===== src/rtl/onehot_rr_arbiter.sv =====
// -----------------------------------------------------------------------------
// onehot_rr_arbiter
//   Eight-requester round-robin arbiter with a registered one-hot grant.
//   A grant is held until the consumer acknowledges it or until MAX_HOLD
//   cycles pass without an acknowledge, whichever comes first. After an
//   acknowledge the next grant can follow on the same edge. After a hold-limit
//   release there is one idle cycle, during which timeout is high.
//
//   Optional feature macro: ARB_IDX_OUT_EN. When it is defined, the block adds
//   the registered binary grant index port gnt_idx.
//
// Ports
//   clk        in   1  rising-edge clock
//   rst_n      in   1  asynchronous active-low reset
//   req        in   8  request vector; any number of bits may be set
//   gnt        out  8  registered grant, one-hot or zero
//   gnt_valid  out  1  high while gnt holds a live grant
//   gnt_ack    in   1  consumer acknowledge; ignored while gnt_valid is low
//   timeout    out  1  one-cycle pulse when the hold limit releases a grant
//   gnt_idx    out  3  binary index of gnt; 0 when idle (ARB_IDX_OUT_EN only)
// -----------------------------------------------------------------------------
module onehot_rr_arbiter #(
    parameter int unsigned MAX_HOLD = 15
) (
    input  logic       clk,
    input  logic       rst_n,
    input  logic [7:0] req,
    output logic [7:0] gnt,
    output logic       gnt_valid,
    input  logic       gnt_ack,
    output logic       timeout
`ifdef ARB_IDX_OUT_EN
    ,
    output logic [2:0] gnt_idx
`endif
);

    localparam logic [7:0] HOLD_LAST = 8'(MAX_HOLD - 1);

    typedef enum logic {
        IDLE,
        GRANT
    } state_t;

    state_t     r_state;
    logic [2:0] r_ptr;
    logic [7:0] r_cnt;
    logic [7:0] r_gnt;
    logic       r_gnt_valid;
    logic       r_timeout;
`ifdef ARB_IDX_OUT_EN
    logic [2:0] r_gnt_idx;
`endif

    logic [2:0] w_cur_idx;
    logic [2:0] w_next_ptr;
    logic [2:0] w_arb_ptr;
    logic [2:0] w_sel;
    logic       w_any;
    logic [7:0] w_sel_onehot;

    // Pick the first set bit of r at or above p, wrapping from 7 to 0. The
    // vector is rotated so that bit p lands at position 0, and the lowest set
    // bit of the rotated value is taken. The offset is then added back modulo 8.
    function automatic logic [2:0] rr_pick(input logic [7:0] r, input logic [2:0] p);
        logic [15:0] dbl;
        logic [7:0]  rot;
        logic [2:0]  off;
        dbl = {r, r} >> p;
        rot = dbl[7:0];
        off = '0;
        for (int unsigned i = 0; i < 8; i++) begin
            if (rot[7 - i]) off = 3'(7 - i);
        end
        return p + off;
    endfunction

    always_comb begin
        w_cur_idx = '0;
        for (int unsigned i = 0; i < 8; i++) begin
            if (r_gnt[i]) w_cur_idx = 3'(i);
        end
    end

    // While in GRANT, a release moves the pointer past the current winner.
    // Arbitration on that same edge therefore has to use the advanced pointer
    // and not the registered one.
    assign w_next_ptr   = w_cur_idx + 3'd1;
    assign w_arb_ptr    = (r_state == GRANT) ? w_next_ptr : r_ptr;
    assign w_sel        = rr_pick(req, w_arb_ptr);
    assign w_any        = |req;
    assign w_sel_onehot = 8'b1 << w_sel;

    always_ff @(posedge clk or negedge rst_n) begin
        if (!rst_n) begin
            r_state     <= IDLE;
            r_ptr       <= '0;
            r_cnt       <= '0;
            r_gnt       <= '0;
            r_gnt_valid <= 1'b0;
            r_timeout   <= 1'b0;
`ifdef ARB_IDX_OUT_EN
            r_gnt_idx   <= '0;
`endif
        end else begin
            r_timeout <= 1'b0;
            case (r_state)
                IDLE: begin
                    if (w_any) begin
                        r_gnt       <= w_sel_onehot;
                        r_gnt_valid <= 1'b1;
                        r_cnt       <= '0;
                        r_state     <= GRANT;
`ifdef ARB_IDX_OUT_EN
                        r_gnt_idx   <= w_sel;
`endif
                    end
                end
                GRANT: begin
                    // An acknowledge takes priority over a hold-limit
                    // release that happens on the same cycle.
                    if (gnt_ack) begin
                        r_ptr <= w_next_ptr;
                        r_cnt <= '0;
                        if (w_any) begin
                            r_gnt       <= w_sel_onehot;
`ifdef ARB_IDX_OUT_EN
                            r_gnt_idx   <= w_sel;
`endif
                        end else begin
                            r_gnt       <= '0;
                            r_gnt_valid <= 1'b0;
                            r_state     <= IDLE;
`ifdef ARB_IDX_OUT_EN
                            r_gnt_idx   <= '0;
`endif
                        end
                    end else if (r_cnt == HOLD_LAST) begin
                        r_ptr       <= w_next_ptr;
                        r_cnt       <= '0;
                        r_gnt       <= '0;
                        r_gnt_valid <= 1'b0;
                        r_timeout   <= 1'b1;
                        r_state     <= IDLE;
`ifdef ARB_IDX_OUT_EN
                        r_gnt_idx   <= '0;
`endif
                    end else begin
                        r_cnt <= r_cnt + 8'd1;
                    end
                end
                default: r_state <= IDLE;
            endcase
        end
    end

    assign gnt       = r_gnt;
    assign gnt_valid = r_gnt_valid;
    assign timeout   = r_timeout;
`ifdef ARB_IDX_OUT_EN
    assign gnt_idx   = r_gnt_idx;
`endif

endmodule

===== config.mk =====
export PLATFORM = sky130hd
export DESIGN_NAME = onehot_rr_arbiter
export DESIGN_NICKNAME = d
export VERILOG_FILES = /design/src/rtl/onehot_rr_arbiter.sv
export SDC_FILE = /design/constraint.sdc
export NUM_CORES = 1
export LEC_CHECK = 0
export ABC_CLOCK_PERIOD_IN_PS = 3960
export BUFFER_PORTS_ARGS = -buffer_cell sky130_fd_sc_hd__clkbuf_2
export CAP_MARGIN = 5
export CORE_UTILIZATION = 44
export CTS_CLUSTER_SIZE = 10
export DETAILED_ROUTE_END_ITERATION = 6
export PLACE_DENSITY = 0.74
export SLEW_MARGIN = 30
export SYNTH_ARGS = -nofsm -noshare
export SYNTH_HDL_FRONTEND = slang
export SYNTH_SLANG_ARGS = --single-unit

===== constraint.sdc =====
create_clock -name clk -period 3.96 [get_ports clk]
set_input_delay 0.792 -clock clk [delete_from_list [all_inputs] [get_ports clk]]
set_output_delay 0.792 -clock clk [all_outputs]
set_load 0.01 [all_outputs]

# ---- Word level (Yosys, flattened, before mapping)
# Cells that the tools add are included.
# W data, S select, Z words.
dict set report word_totals {
  ff_bits 22
  input_bits 11
  elab_cells 60
}
dict set report op_classes {
  add_sub_neg 3
  eq_ne 4
  n_shift 2
  muxes 39
  bitwise 1
  n_reduce_logical 5
}
# operator count
set ops {}
lappend ops {{$mux W8} 7}
lappend ops {{$mux W3} 15}
lappend ops {{$pmux W8 S2} 2}
lappend ops {{$shr A16 B3 Y8} 1}
lappend ops {{$mux W1} 11}
lappend ops {{$add A8 B1 Y8 const B} 1}
lappend ops {{$eq A8 B4 Y1 const B} 1}
lappend ops {{$reduce_or A8 Y1} 1}
lappend ops {{$shl A1 B3 Y8 const A} 1}
lappend ops {{$mux W2} 2}
lappend ops {{$pmux W1 S2} 2}
lappend ops {{$reduce_and A2 Y1} 2}
lappend ops {{$add A3 B1 Y3 const B} 1}
lappend ops {{$add A3 B3 Y3} 1}
lappend ops {{$ne A3 B2 Y1 const B} 1}
lappend ops {{$ne A3 B3 Y1 const B} 1}
lappend ops {{$reduce_and A3 Y1} 1}
lappend ops {{$ne A2 B2 Y1 const B} 1}
lappend ops {{$reduce_bool A2 Y1} 1}
lappend ops {{$not A1 Y1} 1}

# ---- Logic depth before layout (Yosys ltp)
dict set report depth {
  depth_word 23
  mapped_depth 15
  depth_no_buf 13
}

# ---- Least setup slack after synthesis
# Ideal clock, no wire load.
dict set report synth_timing {
  kind {reg2reg}
  startpoint {register r_gnt[3] (netlist: gnt[3])}
  endpoint {register r_gnt[7] (netlist: gnt[7])}
  setup_ps 78
  arrival_ps 3258
  path_slack_ps 624
  stages_incl_launch_ff 15
  cell_sequence {dfrtp_1 -> nor4_4 -> o22ai_4 -> buf_6 -> mux2i_4 -> mux2i_1 -> o32ai_1 -> nor2b_1 -> nor3_1 -> a211o_1 -> fa_1 -> nand3b_1 -> nor2_1 -> mux2i_1 -> o21ai_1}
}
dict set report synth_via {
  elab_chain_cells 21
  word_cells_on_any_way 22
}
# item line
set synth_lines {}
lappend synth_lines {{from (decl)} 48} ;# logic [7:0] r_gnt;
lappend synth_lines {{from (signal assigned)} 110} ;# r_gnt <= w_sel_onehot;
lappend synth_lines {{from (signal assigned)} 126} ;# r_gnt <= w_sel_onehot;
lappend synth_lines {{$mux W2 *} 81} ;# if (r_gnt[i]) w_cur_idx = 3'(i);
lappend synth_lines {{$mux W3 * (4 in a row)} 81}
lappend synth_lines {{$add A3 B1 Y3 *} 88} ;# assign w_next_ptr = w_cur_idx + 3'd1;
lappend synth_lines {{$mux W3 *} 89} ;# assign w_arb_ptr = (r_state == GRANT) ? w_next_ptr : r_ptr;
lappend synth_lines {{$shr A16 B3 Y8} 69} ;# dbl = {r, r} >> p;
lappend synth_lines {{$mux W3 (8 in a row)} 73} ;# if (rot[7 - i]) off = 3'(7 - i);
lappend synth_lines {{$add A3 B3 Y3 *} 75} ;# return p + off;
lappend synth_lines {{$shl A1 B3 Y8 *} 92} ;# assign w_sel_onehot = 8'b1 << w_sel;
lappend synth_lines {{$mux W8} 125} ;# if (w_any) begin
lappend synth_lines {{$mux W8} 122} ;# if (gnt_ack) begin
lappend synth_lines {{$pmux W8 S2 *} 107} ;# case (r_state)
# Mark *: on every way between the ends. The rest lies on a longest branch, timed or not. The select of a mux whose other input is x is not followed.
# A chain may end at the register's enable or synchronous reset.

# ---- Final worst setup path
# Same ends and word-level chain as after synthesis.

==> impl_metrics.yaml <==
yosys:
  netlist_instances: 180
  ys_types: 49
  yosys_register_bits: 22
  syn_area_um2: 1667
  synthesis.nets: 194
  async_flop_share: 1.000
  avgSynthCellArea_um2: 9.259
  synth_edf_count: 0
  synth_top_area_cell: "dfrtp_1"
  synthTopCellsByCount: "dfrtp_1 (22), nand2_1 (20), mux2i_1 (17)"
  synth_flop_cell: "dfrtp_1"
  ys_seq_area_frac: 0.3303
  yosysWarningCount: 0
  synth.most_common_cell: "dfrtp_1"
  synth_top_area_frac: 0.3303
  synth_area_leaders: "dfrtp_1 (33%), mux2i_1 (10%), nand2_1 (4.5%)"
cells_and_area:
  drive_gt1_frac: 0.2282
  diodes: 0
  nets: 221
  synthToLayoutAreaGrowth_pct: 13.96
global_routing:
  grt_pass1_wl_um: 6272
  use_met1: 0.2690
  grt_antenna_before_repair: 0
  grt_pass1_vias: 1350
  grt_max_degree: 23
  overflow: 0
  gr-usage-met3: 0.02355
  grtUsageTotal: 0.1974
  grt.busiest_layer: "met2"
  grt_use_met2: 0.3059
sta:
  rsz0062_at_grt: "no"
  slew_violations: 0
  max_freq_mhz: 274.5
  holdWs_ns: 0.4914
  setup_viol_count_final: 0
  tightestPinTransition_ns: 0.5535
  tns_ns: 0
  finClkSkew_ns: 0.002340
  timing.slew.headroom: 0.6205
  finalCriticalPeriod_ns: 3.643
  hold_viol_final: 0
  fin_crit_sh: 0.9200
cts:
  clk_path_buf_depth: 2
  root_buffer: "clkbuf_8"
  cts_hold_buf: 0
  insertion_delay_ns: 0.26
  h-tree-depth: 1
  cts.sinks: 22
  cts_tree: "done"
  cts_made_buffers: 3
  post_cts.repair.setup_buffers: 0
  clk_transition_reported_paths_ns: 0.08
  ctsResizeCount: 0
critical_path:
  critPathLaunch: "gnt[3]"
  worstPathArrival_ns: 3.79
  regToRegStartpoint: "gnt[3]"
  cp_max_fo: 7
  cp.required_ns: 4.10
  worstSetupStartpointType: "register"
  endpoint_kind: "register"
  path_class: "register to register"
detailed_routing:
  wirelength_um: 3491
  vias_per_cell: 5.651
  route.vias.total: 1424
  wl_per_cell_um: 13.85
  drtIter0Drc: 144
  drc: 0
  ant_nets: 0
  first_pass_iters: 4
power_and_ir_drop:
  clkPwrFrac: 0.117
  p_per_area_nw_per_um2: 725.0
  ir_worst_vdd_mv: 0.4809
  switching_share: 0.4465
  intPower_w: 0.0007621
  p_leak_nw: 0.7982
  netSwitchingPower_w: 0.0006149
  combPwrFrac: 0.664
  p_seq_frac: 0.219
die:
  io_pins: 21
  initial_core_util: 0.4805
  rows: 21
  core_area_um2: 3468
  die_h_um: 63.55
  die_w_um: 63.55
  die_area_um2: 4038
worst_hold_path:
  hp-start: "r_cnt[7]"
  hp-class: "register to register"
flow_run:
  cap_viol_max_count: 0
place:
  portBuffers: 20
  place.gp.congestion: 0.8305
  dp_hpwl_um: 2707
status:
  status: "complete, no violations"
-- cell type report --
class,count,area (um^2)
multi-input combinational,146,1060
clock buffer,4,55.05
tap,46,57.56
inverter,8,30.03
timing repair buffer,26,145.1
fill,332,1569
sequential,22,551.8
-- per-layer routing --
layer,up-vias,part of all wire,wire (um)
met5,-,0,0
met4,0,0.023,80
met3,6,0.034,117
met2,37,0.43,1515
met1,657,0.51,1778
li1,724,-,-
-- worst max-delay path: stages (launching register included) --
cell and delay [ns]:
dfrtp_1 0.47, nor4_4 0.41, o22ai_4 0.19, mux2_2 0.33, o32ai_1 0.50, nor2b_1 0.20, nor3_1 0.05, a211o_1 0.27
fa_1 0.45, xor2_1 0.25, nor2_1 0.09, mux2i_1 0.21, o21ai_1 0.11
-- cells in the final DEF, fill, tap and decap left out, types with 3 or more instances in the layout --
| cell type | instances |
|---|---|
| o21ai_0 | 15 |
| nand3_1 | 7 |
| inv_1 | 8 |
| o31ai_1 | 6 |
| buf_4 | 6 |
| nor2_1 | 13 |
| nand2_1 | 20 |
| mux2_2 | 5 |
| o21ai_1 | 11 |
| mux2i_1 | 17 |
| clkbuf_8 | 4 |
| o211ai_1 | 3 |
| nor4_1 | 4 |
| clkbuf_2 | 20 |
| dfrtp_1 | 21 |
| a21oi_1 | 3 |
-- power groups by stage --
stage / combinational [W] / sequential, W / clock [W]
after floorplan: 0.000712 / 0.000305 / 0
after global placement: 0.000896 / 0.000305 / 0
after detailed placement: 0.000911 / 0.000306 / 0
after CTS: 0.000913 / 0.000301 / 0.000165
after global routing: 0.00103 / 0.000307 / 0.000172
final: 0.000914 / 0.000302 / 0.000161
-- registers in the layout (all words and copies together), names as in the netlist --
signal     flops
r_cnt          8
gnt            8
timeout        1
gnt_valid      1
r_ptr          3
r_state        1
-- worst paths after layout --
check                      slack (ns)  cells after the start        to
min reg2reg                      0.49                      1  r_cnt[7]
min                              0.49                      1  r_cnt[7]
max reg2reg                      0.32                     12    gnt[7]
min in group asynchronous        0.50                      1    gnt[3]
max in group asynchronous        3.08                      1   r_state
max                              0.32                     12    gnt[7]
-- cell families (layout without fill, tap and decap cells) --
group                      after synthesis  count (layout)  synth area share
AOI/OAI and AO/OA                       54              54            0.2275
xor gates and xnor gates                 2               2           0.01051
adders and majority gates                3               3           0.02703
buffers and inverters                   12              38           0.03379
DFF                                     22              22            0.3303
muxes                                   26              26            0.1787
and+or+nand+nor                         61              61            0.1922
-- per-stage QoR --
step	worst slack, ns	util	power, W	cell area [um^2]	instances
floorplan	0.6244	-	0.001018	1667	180
global placement	0.3401	0.5314	0.001201	1843	248
detailed placement	0.3223	0.5314	0.001216	1843	248
CTS	0.3103	0.5473	0.001379	1898	252
global route	0.01178	0.5476	0.001506	1899	252
finish	0.3168	0.5476	0.001377	1899	252
Power figures use the tool's default switching activity.
